$ cat src/rtl/alu_sequencer.sv
// Issue-side sequencer for the combinational ALU: latches one request, presents it to the ALU,
// waits out the ALU-reported delay and holds the captured result until writeback takes it.
package alu_sequencer_pkg;

    typedef enum logic [3:0] {
        ALU_OP_ADD   = 4'd0,
        ALU_OP_ADC   = 4'd1,
        ALU_OP_SUB   = 4'd2,
        ALU_OP_SBC   = 4'd3,
        ALU_OP_AND   = 4'd4,
        ALU_OP_OR    = 4'd5,
        ALU_OP_XOR   = 4'd6,
        ALU_OP_CMP   = 4'd7,
        ALU_OP_TEST1 = 4'd8,
        ALU_OP_SET1  = 4'd9,
        ALU_OP_CLR1  = 4'd10,
        ALU_OP_NOT1  = 4'd11
    } alu_operation_e;

    typedef struct packed {
        logic v;
        logic s;
        logic z;
        logic ac;
        logic p;
        logic cy;
    } flags_t;

endpackage

module alu_sequencer
    import alu_sequencer_pkg::*;
#(
    parameter int unsigned DST_W      = 3,
    parameter int unsigned DELAY_BIAS = 0
) (
    input  logic             clk,
    input  logic             reset,
    input  logic             ce,
    input  logic             req_valid,
    output logic             req_ready,
    input  alu_operation_e   req_op,
    input  logic [15:0]      req_ta,
    input  logic [15:0]      req_tb,
    input  logic             req_wide,
    input  logic [DST_W-1:0] req_dst,
    input  flags_t           flags_cur,
    output alu_operation_e   alu_operation,
    output logic [15:0]      alu_ta,
    output logic [15:0]      alu_tb,
    output logic             alu_wide,
    output flags_t           alu_flags_in,
    input  logic [15:0]      alu_result,
    input  logic [9:0]       alu_delay,
    input  flags_t           alu_flags,
    output logic             wb_valid,
    input  logic             wb_ready,
    output logic [15:0]      wb_result,
    output flags_t           wb_flags,
    output logic [DST_W-1:0] wb_dst,
    output logic             wb_write,
    output logic             busy
);

    typedef enum logic [1:0] {
        ST_IDLE = 2'd0,
        ST_EXEC = 2'd1,
        ST_WAIT = 2'd2,
        ST_DONE = 2'd3
    } state_e;

    state_e           state_q,     state_d;
    logic [9:0]       cnt_q,       cnt_d;
    alu_operation_e   op_q,        op_d;
    logic [15:0]      ta_q,        ta_d;
    logic [15:0]      tb_q,        tb_d;
    logic             wide_q,      wide_d;
    logic [DST_W-1:0] dst_q,       dst_d;
    flags_t           flags_q,     flags_d;
    logic [15:0]      wb_result_q, wb_result_d;
    flags_t           wb_flags_q,  wb_flags_d;
    logic [DST_W-1:0] wb_dst_q,    wb_dst_d;
    logic             wb_write_q,  wb_write_d;
    logic             accept_s;

    // Total wait = ALU delay plus static bias, clamped to what the 10-bit counter can hold.
    function automatic logic [9:0] sat_delay(input logic [9:0] d);
        logic [32:0] sum;
        sum = {23'd0, d} + {1'b0, 32'(DELAY_BIAS)};
        if (sum > 33'd1023) begin
            sat_delay = 10'd1023;
        end else begin
            sat_delay = sum[9:0];
        end
    endfunction

    function automatic logic writes_reg(input alu_operation_e op);
        writes_reg = !((op == ALU_OP_CMP) || (op == ALU_OP_TEST1));
    endfunction

    // State and datapath registers; everything else is decoded from these.
    always_ff @(posedge clk) begin
        if (reset) begin
            state_q     <= ST_IDLE;
            cnt_q       <= 10'd0;
            op_q        <= ALU_OP_ADD;
            ta_q        <= 16'd0;
            tb_q        <= 16'd0;
            wide_q      <= 1'b0;
            dst_q       <= {DST_W{1'b0}};
            flags_q     <= flags_t'(6'd0);
            wb_result_q <= 16'd0;
            wb_flags_q  <= flags_t'(6'd0);
            wb_dst_q    <= {DST_W{1'b0}};
            wb_write_q  <= 1'b0;
        end else begin
            state_q     <= state_d;
            cnt_q       <= cnt_d;
            op_q        <= op_d;
            ta_q        <= ta_d;
            tb_q        <= tb_d;
            wide_q      <= wide_d;
            dst_q       <= dst_d;
            flags_q     <= flags_d;
            wb_result_q <= wb_result_d;
            wb_flags_q  <= wb_flags_d;
            wb_dst_q    <= wb_dst_d;
            wb_write_q  <= wb_write_d;
        end
    end

    // Next-state and datapath update; with ce low every register holds.
    always_comb begin
        state_d     = state_q;
        cnt_d       = cnt_q;
        wb_result_d = wb_result_q;
        wb_flags_d  = wb_flags_q;
        wb_dst_d    = wb_dst_q;
        wb_write_d  = wb_write_q;
        accept_s    = 1'b0;
        if (ce) begin
            case (state_q)
                ST_IDLE: begin
                    if (req_valid) begin
                        accept_s = 1'b1;
                        state_d  = ST_EXEC;
                    end else begin
                        state_d  = ST_IDLE;
                    end
                end
                ST_EXEC: begin
                    wb_result_d = alu_result;
                    wb_flags_d  = alu_flags;
                    wb_dst_d    = dst_q;
                    wb_write_d  = writes_reg(op_q);
                    cnt_d       = sat_delay(alu_delay);
                    if (cnt_d == 10'd0) begin
                        state_d = ST_DONE;
                    end else begin
                        state_d = ST_WAIT;
                    end
                end
                ST_WAIT: begin
                    cnt_d = cnt_q - 10'd1;
                    if (cnt_q <= 10'd1) begin
                        state_d = ST_DONE;
                    end else begin
                        state_d = ST_WAIT;
                    end
                end
                ST_DONE: begin
                    if (wb_ready) begin
                        if (req_valid) begin
                            accept_s = 1'b1;
                            state_d  = ST_EXEC;
                        end else begin
                            state_d  = ST_IDLE;
                        end
                    end else begin
                        state_d = ST_DONE;
                    end
                end
                default: begin
                    state_d = ST_IDLE;
                end
            endcase
        end else begin
            state_d = state_q;
        end

        // Operand regs change only on accept so the ALU inputs stay stable through EXEC/WAIT/DONE.
        if (accept_s) begin
            op_d    = req_op;
            ta_d    = req_ta;
            tb_d    = req_tb;
            wide_d  = req_wide;
            dst_d   = req_dst;
            flags_d = flags_cur;
        end else begin
            op_d    = op_q;
            ta_d    = ta_q;
            tb_d    = tb_q;
            wide_d  = wide_q;
            dst_d   = dst_q;
            flags_d = flags_q;
        end
    end

    // Output decode from registered state and captured data.
    always_comb begin
        req_ready     = (state_q == ST_IDLE) || ((state_q == ST_DONE) && wb_ready);
        wb_valid      = (state_q == ST_DONE);
        busy          = (state_q != ST_IDLE);
        alu_operation = op_q;
        alu_ta        = ta_q;
        alu_tb        = tb_q;
        alu_wide      = wide_q;
        alu_flags_in  = flags_q;
        wb_result     = wb_result_q;
        wb_flags      = wb_flags_q;
        wb_dst        = wb_dst_q;
        wb_write      = wb_write_q;
    end

endmodule
$ cat config.mk
export PLATFORM = sky130hd
export DESIGN_NAME = alu_sequencer
export DESIGN_NICKNAME = d
export VERILOG_FILES = /design/src/rtl/alu_sequencer.sv
export SDC_FILE = /design/constraint.sdc
export NUM_CORES = 1
export LEC_CHECK = 0
export CAP_MARGIN = 20
export CORE_ASPECT_RATIO = 0.5
export CORE_MARGIN = 1
export CORE_UTILIZATION = 44
export DETAILED_ROUTE_END_ITERATION = 16
export GPL_TIMING_DRIVEN = 0
export PLACE_DENSITY = 0.85
export SLEW_MARGIN = 10
export SYNTH_ARGS = -nofsm -noshare
export SYNTH_HDL_FRONTEND = slang
export SYNTH_SLANG_ARGS = --single-unit
$ cat constraint.sdc
create_clock -name clk -period 3.7 [get_ports clk]
set_clock_uncertainty 0.15 [all_clocks]
set_input_delay 0.74 -clock clk [delete_from_list [all_inputs] [get_ports clk]]
set_output_delay 0.74 -clock clk [all_outputs]
set_load 0.02 [all_outputs]
==> impl_metrics.toml <==
[hold_path]
hp-start = "wb_result[2]"
hp-class = "flop to flop"
worstHoldEndpoint = "wb_result[2]"
min_path_cells = 2

[clocking]
clock_path_buffers = 2
ctsHoldBuffers = 0
htreeDepth = 3
ctsResizeCount = 0
clk_pin_slew_ps = 60
clkSinkCount = 84
root_buffer = "clkbuf_16"
numCtsBuffers = 9
cts_tree = "done"
post_cts.repair.setup_buffers = 0
clock_latency_ps = 340

[logic_synthesis]
postSynthCellCount = 433
synth_edf_count = 0
async_flop_share_pct = 0
ys.flop_type = "dfxtp_1"
syn_nets = 522
netlist_area_sq_um = 3372
ys_warn_count = 0
yosysUniqueCellTypes = 39
synth_seq_cells = 84
syn-mean-instance-area_sq_um = 7.787
yosysSeqAreaShare_pct = 49.87

[placement]
gp_congestion = 0.9183
io_buffers = 153
dp_slack_ps = 711.4
hpwl_um = 7265

[pwr]
power.switching_w = 0.0005909
switching_share_pct = 26.48
vdd_drop_max_mv = 0.2852
clockPowerShare_pct = 37.9
intPower_w = 0.001641
combPwrFrac_pct = 18.2
p_leak_nw = 1.880
p_seq_share_pct = 43.9
power_density_nw_per_um2 = 420.9

[sta]
setup_tns_ps = 0
final.min_clock_period_ps = 2972
final_max_slew_viol_count = 0
setup_viol = 0
setup_ws_ps = 727.8
hold_viol = 0
slew_headroom_pct = 63.39
tightest_slew_ps = 549.2
finalCritPeriodShare_pct = 80.33
fmax_mhz = 336.4
rsz0062_at_grt = "false"

[worst_setup_path]
timing.reg2reg.setup_slack_ps = 1610
worstSetupPathType = "input pin to output port"
critPathMaxFanout = 3
r2r-start = "state_q[0]"
cp.arrival_ps = 2080
r2r-end = "alu_ta[6]"
cp-start-kind = "input pin"
end_kind = "output port"
required_ps = 2810
reg2reg_depth = 7

[finish]
final_util_pct = 71.86
layout_common_cells = "nand2_1, clkdlybuf4s50_1, dfxtp_1, a21oi_1, clkbuf_1"
syn2layout_area_growth_pct = 57.22
antenna_cells = 0
final_net_count = 686
drive_gt1_share_pct = 5.657

[outcome]
status = "complete, no violations"

[grt]
grt_antenna_before_repair = 0
grt_usage_pct = 25.43
grt_pass1_vias = 3379
grt_max_degree = 14
overflow = 0
grt_pass1_wl_um = 15990

[floorplan]
start_util_pct = 45.71
rows = 22
ioPinCount = 155
die_area_sq_um = 8039
core_area_sq_um = 7377
die_x_um = 125.8
die_h_um = 63.90

[routing]
wl_per_cell_um = 14.04
antenna_left = 0
drtIter0Drc = 222
drt-total-wl_um = 9784
routed-via-count = 3492
drc = 0
vias_per_cell = 5.010
first_pass_iters = 5

[flow_run]
max_cap_viol_count = 0
[per-stage QoR]
step	instances	cell area, sq um	hold slack (ps)	power [W]
final	697	5301	301.0	0.002232
after global routing	697	5301	318.8	0.002328
after CTS	697	5301	303.2	0.002244
after detailed placement	682	5024	294.7	0.001402
after global placement	682	5024	290.6	0.001395
after floorplan	433	3372	282.1	0.001195
[synth_stat cells (all sizes together) (2+ instances only)]
library cell	n	area share [%]
a21o	2	0.45
a21oi	83	12
a31oi	4	0.74
and2	3	0.56
buf	13	1.9
clkbuf	16	1.8
dfxtp	84	50
ha	6	2.2
inv	8	0.89
nand2	153	17
nand2b	4	0.74
nand3	4	0.59
nand3b	3	0.67
nor2	9	1.0
nor2b	5	0.93
nor3	8	1.7
nor3b	2	0.45
nor4	3	0.56
o211ai	2	0.45
o21ai	3	0.45
o22ai	2	0.37
o32ai	2	0.52
[state kept, by name (all words and copies together), names as in the netlist]
signal	cells
dst_q	3
wb_flags	6
alu_tb	16
wb_dst	3
wb_write	1
wb_result	16
alu_ta	16
alu_flags_in	6
cnt_q	10
alu_operation	4
alu_wide	1
state_q	2
[routing by layer]
layer | routed length [um] | global-route usage (%) | part of all wire [%]
met1 | 4217 | 29.53 | 43
met2 | 4821 | 44.31 | 49
met3 | 460 | 7.873 | 4.7
met4 | 284 | 10.09 | 2.9
met5 | 0 | 0 | 0
[critical path, stage by stage]
cell and delay, ps:
clkdlybuf4s50_1 470, a21oi_2 260, inv_1 60, clkdlybuf4s50_1 550
[power by group through the flow]
stage          combinational (W)  sequential [W]  clock [W]
2_1_floorplan           0.000160         0.00103          0
3_3_place_gp            0.000399        0.000996          0
3_5_place_dp            0.000404        0.000998          0
4_1_cts                 0.000407        0.000978   0.000859
5_1_grt                 0.000443        0.000984   0.000901
6_report                0.000406        0.000979   0.000847
[worst max-delay path by stage]
stage | cells after the start | to | slack, ps | from
finish | 4 | req_ready | 730 | wb_ready
global placement | 4 | req_ready | 750 | wb_ready
floorplan | 7 | alu_operation[1] | 1710 | ce
global route | 4 | req_ready | 700 | wb_ready
detailed placement | 4 | req_ready | 710 | wb_ready
CTS | 4 | req_ready | 720 | wb_ready
[cells by family after synthesis]
| group | after synthesis | share of synthesized area (%) |
|---|---|---|
| adders and majority gates | 6 | 2.226 |
| DFF | 84 | 49.87 |
| buffers and inverters | 37 | 4.601 |
| and+or+nand+nor | 201 | 25.90 |
| AOI/OAI and AO/OA | 105 | 17.40 |
[area by class of cell]
type	count	area [sq um]
Fill cell	593	2076
Sequential cell	84	1682
Multi-Input combinational cell	312	1535
Timing Repair Buffer	153	1531
Clock buffer	12	256.5
Buffer	29	125.1
Tap cell	96	120.1
Inverter	8	30.03
Clock inverter	3	21.27
Power figures use the tool's default switching activity.
